**config.mk**
```make
export PLATFORM = sky130hd
export DESIGN_NAME = uart_tx_ctrl_flat
export DESIGN_NICKNAME = d
export VERILOG_FILES = /design/src/rtl/uart_tx_ctrl_if.sv /design/src/rtl/uart_tx_ctrl.sv /design/src/flat_wrapper.sv
export SDC_FILE = /design/constraint.sdc
export NUM_CORES = 1
export LEC_CHECK = 0
export CAP_MARGIN = 20
export CORE_UTILIZATION = 40
export CTS_CLUSTER_DIAMETER = 80
export DETAILED_ROUTE_END_ITERATION = 8
export DONT_BUFFER_PORTS = 1
export GPL_ROUTABILITY_DRIVEN = 0
export PLACE_DENSITY_LB_ADDON = 0.3
export SLEW_MARGIN = 20
export SYNTH_ARGS = -nofsm -noshare
export SYNTH_HDL_FRONTEND = slang
export SYNTH_SLANG_ARGS = --single-unit
```
**constraint.sdc**
```tcl
create_clock -name clk -period 2.09 [get_ports clk]
set_input_delay 0.418 -clock clk [delete_from_list [all_inputs] [get_ports clk]]
set_output_delay 0.418 -clock clk [all_outputs]
set_load 0.01 [all_outputs]
```
**src/rtl/uart_tx_ctrl_if.sv**
```systemverilog
// Host-write and tx_mux-drive signals of the UART transmit sequencer.
// The slave modport is the sequencer; master is the host plus tx_mux side.
interface uart_tx_ctrl_if #(
  parameter int DATA_BITS = 8
) ();
  logic                 tx_start;
  logic [DATA_BITS-1:0] tx_data;
  logic                 tx_busy;
  logic                 tx_done;
  logic [1:0]           select;
  logic                 data_bit;
  logic                 parity_bit;

  modport master (
    output tx_start, tx_data,
    input  tx_busy, tx_done, select, data_bit, parity_bit
  );

  modport slave (
    input  tx_start, tx_data,
    output tx_busy, tx_done, select, data_bit, parity_bit
  );
endinterface

```
**src/rtl/uart_tx_ctrl.sv**
```systemverilog
// UART transmit sequencer: start/data/[parity]/stop framing, all outputs registered.
// Frame begins the cycle after accept; tx_start is ignored while busy (no queueing).
module uart_tx_ctrl #(
  parameter int DATA_BITS    = 8,
  parameter int CLKS_PER_BIT = 868,
  parameter int PARITY_EN    = 1,
  parameter int PARITY_ODD   = 0
) (
  input  logic           clk,
  input  logic           rst_n,
  uart_tx_ctrl_if.slave  bus
);

  localparam int BW = $clog2(CLKS_PER_BIT);
  localparam int CW = $clog2(DATA_BITS);
  localparam logic [BW-1:0] BAUD_LAST = BW'(CLKS_PER_BIT - 1);
  localparam logic [CW-1:0] BIT_LAST  = CW'(DATA_BITS - 1);

  localparam logic [1:0] SEL_START  = 2'b00;
  localparam logic [1:0] SEL_DATA   = 2'b01;
  localparam logic [1:0] SEL_PARITY = 2'b10;
  localparam logic [1:0] SEL_IDLE   = 2'b11;

  typedef enum logic [2:0] {
    S_IDLE,
    S_START,
    S_DATA,
    S_PARITY,
    S_STOP
  } state_t;

  state_t               state_q, state_d;
  logic [BW-1:0]        baud_q, baud_d;
  logic [CW-1:0]        bit_q, bit_d;
  logic [DATA_BITS-1:0] shift_q, shift_d;
  logic                 parity_q, parity_d;
  logic [1:0]           select_q, select_d;
  logic                 busy_q, busy_d;
  logic                 done_q, done_d;
  logic                 baud_end;

  assign baud_end = (baud_q == BAUD_LAST);

  always_comb begin
    state_d  = state_q;
    baud_d   = baud_q + 1'b1;
    bit_d    = bit_q;
    shift_d  = shift_q;
    parity_d = parity_q;
    select_d = select_q;
    busy_d   = busy_q;
    done_d   = 1'b0;

    case (state_q)
      S_IDLE: begin
        baud_d = '0;
        if (bus.tx_start) begin
          state_d  = S_START;
          select_d = SEL_START;
          busy_d   = 1'b1;
          shift_d  = bus.tx_data;
          parity_d = (^bus.tx_data) ^ (PARITY_ODD != 0);
        end
      end
      S_START: begin
        if (baud_end) begin
          state_d  = S_DATA;
          select_d = SEL_DATA;
          baud_d   = '0;
          bit_d    = '0;
        end
      end
      S_DATA: begin
        if (baud_end) begin
          baud_d = '0;
          // Last data bit leaves the shifter untouched so data_bit holds it.
          if (bit_q == BIT_LAST) begin
            if (PARITY_EN != 0) begin
              state_d  = S_PARITY;
              select_d = SEL_PARITY;
            end else begin
              state_d  = S_STOP;
              select_d = SEL_IDLE;
            end
          end else begin
            shift_d = shift_q >> 1;
            bit_d   = bit_q + 1'b1;
          end
        end
      end
      S_PARITY: begin
        if (baud_end) begin
          state_d  = S_STOP;
          select_d = SEL_IDLE;
          baud_d   = '0;
        end
      end
      S_STOP: begin
        if (baud_end) begin
          state_d = S_IDLE;
          busy_d  = 1'b0;
          done_d  = 1'b1;
          baud_d  = '0;
        end
      end
      default: begin
        state_d  = S_IDLE;
        select_d = SEL_IDLE;
        busy_d   = 1'b0;
        baud_d   = '0;
      end
    endcase
  end

  always_ff @(posedge clk or negedge rst_n) begin
    if (!rst_n) begin
      state_q  <= S_IDLE;
      baud_q   <= '0;
      bit_q    <= '0;
      shift_q  <= '0;
      parity_q <= 1'b0;
      select_q <= SEL_IDLE;
      busy_q   <= 1'b0;
      done_q   <= 1'b0;
    end else begin
      state_q  <= state_d;
      baud_q   <= baud_d;
      bit_q    <= bit_d;
      shift_q  <= shift_d;
      parity_q <= parity_d;
      select_q <= select_d;
      busy_q   <= busy_d;
      done_q   <= done_d;
    end
  end

  assign bus.tx_busy    = busy_q;
  assign bus.tx_done    = done_q;
  assign bus.select     = select_q;
  assign bus.data_bit   = shift_q[0];
  assign bus.parity_bit = parity_q;

endmodule

```
**src/flat_wrapper.sv**
```systemverilog
// flat-port wrapper written by rule: the top's interface ports become plain ports
module uart_tx_ctrl_flat 
#(
  parameter int DATA_BITS    = 8,
  parameter int CLKS_PER_BIT = 868,
  parameter int PARITY_EN    = 1,
  parameter int PARITY_ODD   = 0
)
  (clk, rst_n, bus_tx_start, bus_tx_data, bus_tx_busy, bus_tx_done, bus_select, bus_data_bit, bus_parity_bit);
  uart_tx_ctrl_if #(.DATA_BITS(DATA_BITS)) bus_i ();
  input  logic clk;
  input  logic rst_n;
  input wire logic [$bits(bus_i.tx_start)-1:0] bus_tx_start;
  input wire logic [$bits(bus_i.tx_data)-1:0] bus_tx_data;
  output wire logic [$bits(bus_i.tx_busy)-1:0] bus_tx_busy;
  output wire logic [$bits(bus_i.tx_done)-1:0] bus_tx_done;
  output wire logic [$bits(bus_i.select)-1:0] bus_select;
  output wire logic [$bits(bus_i.data_bit)-1:0] bus_data_bit;
  output wire logic [$bits(bus_i.parity_bit)-1:0] bus_parity_bit;
  assign bus_i.tx_start = bus_tx_start;
  assign bus_i.tx_data = bus_tx_data;
  assign bus_tx_busy = bus_i.tx_busy;
  assign bus_tx_done = bus_i.tx_done;
  assign bus_select = bus_i.select;
  assign bus_data_bit = bus_i.data_bit;
  assign bus_parity_bit = bus_i.parity_bit;
  uart_tx_ctrl #(.DATA_BITS(DATA_BITS), .CLKS_PER_BIT(CLKS_PER_BIT), .PARITY_EN(PARITY_EN), .PARITY_ODD(PARITY_ODD)) u_core (.clk(clk), .rst_n(rst_n), .bus(bus_i));
endmodule
```
== Yosys cells after proc, flatten, opt, wreduce, memory -nomap -nowiden ==
Cells that the tools add are included.

* Memories: 0
* Memory bits (writable): 0
* ROM bits: 0
* Output and inout bits: 6
* Flip-flop bits (word level): 29
* Logic and storage cells: 64
* Input bits: 11
* Bits in latches: 0

* Shift operators: 0
* Bitwise gates (word level): 2
* Add/subtract/negate cells: 2
* Reductions and logical operators: 12
* Magnitude comparators: 0
* Equality and inequality tests: 13
* Div/mod/pow operators: 0
* Multiplexer cells: 27
* $mul: 0

{| class="wikitable"
|+ Operators with widths
! cell !! count
|-
| $mux 3 || 8
|-
| $mux 8 || 3
|-
| $mux 10 || 2
|-
| $pmux 8 s2 || 1
|-
| $pmux 3 s5 || 1
|-
| $reduce_and 6->1 || 2
|-
| $add 10x1->10 const B || 1
|-
| $eq 10x10->1 const B || 1
|-
| $mux 2 || 5
|-
| $ne 2x1->1 const B || 5
|-
| $pmux 2 s5 || 1
|-
| $reduce_and 4->1 || 2
|-
| $reduce_xor 8->1 || 1
|-
| $eq 3x2->1 const B || 2
|-
| $eq 3x3->1 const B || 2
|-
| $pmux 3 s2 || 1
|-
| $mux 1 || 4
|-
| $ne 2x2->1 const B || 2
|-
| $reduce_bool 2->1 || 2
|-
| $reduce_or 4->1 || 1
|-
| $add 3x1->3 const B || 1
|-
| $eq 3x1->1 const B || 1
|-
| $logic_not 3->1 || 1
|-
| $pmux 1 s3 || 1
|-
| other kinds (4) || 5
|}

== Longest topological paths before layout ==
* Word-level depth: 4
* Depth in mapped cells: 6
* Mapped depth without buffers: 6

== Worst setup path before layout ==
No wires, ideal clock.

* Path kind: register to register
* Start point: register u_core.baud_q[0]
* End point: register u_core.shift_q[0]
* Clock period less this slack: 1794 ps
* Setup time: 125 ps
* Path buffers: 1
* Slack: 296 ps
* Data required time: 1965 ps
* Arrival time: 1669 ps
* Stages on the path, launching flop included: 7
* Cell sequence: dfrtp_1 ha_1 and4b_2 and3_4 a31o_1 buf_6 mux2_4

* Cells in the longest elaborated chain, start to end: 3

{| class="wikitable"
|+ RTL lines
! element !! line !! text
|-
| start, declared || uart_tx_ctrl.sv:33 || <nowiki>logic [BW-1:0] baud_q, baud_d;</nowiki>
|-
| start signal, assigned || uart_tx_ctrl.sv:127 || <nowiki>baud_q <= baud_d;</nowiki>
|-
| $eq 10x10->1 || uart_tx_ctrl.sv:42 || <nowiki>assign baud_end = (baud_q == BAUD_LAST);</nowiki>
|-
| $ne 2x1->1 (no source line) || -- ||
|-
| $reduce_and 4->1 (no source line) || -- ||
|-
| end signal, assigned || uart_tx_ctrl.sv:129 || <nowiki>shift_q <= shift_d;</nowiki>
|-
| end, declared || uart_tx_ctrl.sv:35 || <nowiki>logic [DATA_BITS-1:0] shift_q, shift_d;</nowiki>
|}

No other way between the ends.
A chain may end at the register's enable or synchronous reset.

== Worst setup path after layout ==
* Start point: register u_core.baud_q[0]
* End point: register u_core.shift_q[3]

Same word-level chain as after synthesis.

==> impl_metrics.toml <==
[yosys]
synth_cell_types = 37
synth_compound_area_share_pct = 5.635
synthAdderAreaFrac_pct = 2.381
synthFlopType = "dfrtp_1"
synthSimpleGateAreaFrac_pct = 17.46
synth_top_family_by_area = "simple AND/OR/NAND/NOR gates"
ys_async_sr_fraction_pct = 100.0
synth_area_per_cell_um2 = 11.02
synth_edf_count = 0
synth-xor-area-share_pct = 9.444
syn_area_mm2 = 0.001577
synth-seq-cells = 29
syn-num-nets = 157
yosysSeqAreaShare_pct = 46.19
yosysWarnings = 0
synth.mux.area_fraction_pct = 15.16
syn_inst = 143

[floorplanning]
fp.dieH_um = 64.78
core_area_mm2 = 0.003716
placementRows = 22
die-area_mm2 = 0.004196
io_pins = 17
fp.dieW_um = 64.78
start_util_pct = 42.42

[placed_design]
place_area_mm2 = 0.001642
dp_hpwl_um = 1957
dp_cells = 191
dp_slack_ns = 0.08184
io_buffer_count = 0

[timing]
skew_ns = 0.005454
fin_ws_ns = 0.1887
finalSetupViolCount = 0
hold_viol_final = 0
slew_violations = 0
max_freq_mhz = 526.0
min_period_ns = 1.901
tightest_slew_ns = 0.3778
min_period_over_period_pct = 90.97
maxSlewHeadroom_pct = 74.82
setup_tns_ns = 0
rsz0062_at_grt = "no"

[critical_path]
critPathMaxFanout = 7
rr_endpoint = "u_core.shift_q[3]"
worstSetupStartpointType = "register"
end_kind = "register"
cp_slowest_cell = "dfrtp_1"
worst_ep_required_time_ns = 2.25
crit_chain = "ha_1 > and4b_2 > and3_4 > a31o_2 > mux2_4"
cp_num_buf_inv = 0
reg2reg_slack_ns = 0.19
rr_worst_depth = 5
cp_data_arrival_time_ns = 2.06
crit_path_max_incr_delay_ns = 0.39
crit_family = "simple AND/OR/NAND/NOR gates"
timing_worst_setup_path_type = "register to register"
reg2reg_from = "u_core.baud_q[0]"

[cts]
cts_buffers = 5
insertion_delay_ns = 0.28
clk_path_buf_depth = 2
postCtsSetupRepairBufs = 0
cts.clk_slew.worst_paths_ns = 0.06
cts_tree = "built"
htreeDepth = 2
clkSinkCount = 29
cts-root-buf = "clkbuf_8"

[grt]
grt_pass1_vias = 1042
grt_use_total_pct = 15.35
antenna_found_initial = 0
grt_pass1_wl_um = 4726
overflow = 0
grt_max_degree = 30

[cells_and_area]
final_area_mm2 = 0.001762
nNetsFinal = 166
antenna_cells = 0
drive_gt1_share_pct = 23.53
area.growth.synth_to_final_pct = 11.75
fin_util_pct = 47.41
final_cells = 201

[min_path]
whs_path_depth = 2
holdPathEnd = "u_core.shift_q[7]"
hp-class = "input port to register"
worst_hold_startpoint = "bus_tx_data[7]"

[run]
drv_cap = 0

[power]
p_leak_nw = 0.7634
powerDensity_mw_per_mm2 = 631.6
vdd.ir_drop.worst_uv = 332.4

[routing]
post-route-drc-count = 0
wl_per_cell_um = 13.50
num_vias = 1029
wirelength_um = 2714
vias_per_cell = 5.119
drt_iter0_markers = 39
dr.pass1.iters = 4
ant_nets = 0

[status]
status = "finished clean"
## synthesized netlist by cell type (all sizes together), types with 3 or more instances
master	number	area (um^2)
a21oi	5	25.02
buf	3	21.27
dfrtp	27	675.7
ha	3	37.54
inv	9	33.78
mux2	15	199.0
mux2i	4	40.04
nand2	7	26.28
nand3	6	42.54
nor2	22	90.09
xnor2	14	122.6
xor2	3	26.28
## through the flow
stage                     hold WS (ns)  total power [W]
final                           0.2591         0.001113
after global routing            0.2697         0.001153
after CTS                       0.2528         0.001131
after detailed placement        0.1233        0.0006379
after global placement          0.1236        0.0006365
after floorplan                 0.1224        0.0006316
## final cells by class
| type | instances | area [um^2] |
|---|---|---|
| sequential | 29 | 728.2 |
| tap | 48 | 60.06 |
| timing repair buffer | 6 | 60.06 |
| multi-input combinational | 101 | 789.5 |
| fill | 340 | 1954 |
| clock buffer | 8 | 90.09 |
| inverter | 9 | 33.78 |
## worst max-delay path by stage
stage | startpoint | endpoint | slack, ns | cells past startpoint
global placement | u_core.baud_q[0] | u_core.shift_q[4] | 0.13 | 5
detailed placement | u_core.baud_q[0] | u_core.shift_q[6] | 0.08 | 5
global route | u_core.baud_q[0] | u_core.shift_q[6] | 0.08 | 5
finish | u_core.baud_q[0] | u_core.shift_q[3] | 0.19 | 5
floorplan | u_core.baud_q[0] | u_core.shift_q[0] | 0.30 | 6
CTS | u_core.baud_q[0] | u_core.shift_q[6] | 0.07 | 5
## cell families (layout without fill, tap and decap cells)
kind of cell | Yosys count | after routing
simple gates | 48 | 48
compound gates | 14 | 14
flops | 29 | 29
mux | 19 | 19
xor+xnor | 17 | 17
fa+ha+maj | 3 | 3
buf+inv | 13 | 23
## flip-flops by register name, indices dropped and copies added, names as in the netlist
signal                 flops
u_core.bit_q               3
u_core.bus.tx_busy         1
u_core.state_q             3
u_core.bus.select          2
u_core.bus.parity_bit      1
u_core.bus.tx_done         1
u_core.baud_q             10
u_core.shift_q             8
## cells in the final DEF, fill, tap and decap left out, drive strengths merged, types with 2 or more instances in the layout
cell and n:
nor2 22, mux2 15, nor3 2, mux2i 4, a211oi 2, ha 3, o21ai 2, inv 9
buf 5, xor2 3, dfrtp 27, dfstp 2, nand4 2, nand3 6, a21oi 5, xnor2 14
nand2 7, clkbuf 8
## power breakdown
part | internal (W) | switching [W] | total, W
Sequential | 0.000573 | 0.00000882 | 0.000582
Clock | 0.000268 | 0.000200 | 0.000468
Combinational | 0.0000363 | 0.0000265 | 0.0000629
## layer usage
metal / vias to the layer above / wire (um) / global-route usage, % / share of wire, %
li1: 506 / - / - / -
met1: 497 / 1257 / 18.75 / 46
met2: 20 / 1261 / 23.18 / 46
met3: 6 / 123 / 5.282 / 4.5
met4: 0 / 72 / 9.167 / 2.7
met5: - / 0 / 0 / 0
## what timing repair did
| item | in CTS | in global routing |
|---|---|---|
| endpoints found under the hold margin | 29 | 0 |
| hold buffers | 2 | 0 |
| resized for setup | 0 | 1 |
| setup endpoints to repair | 0 | 7 |
No activity file was read; power rests on OpenSTA's default activity.
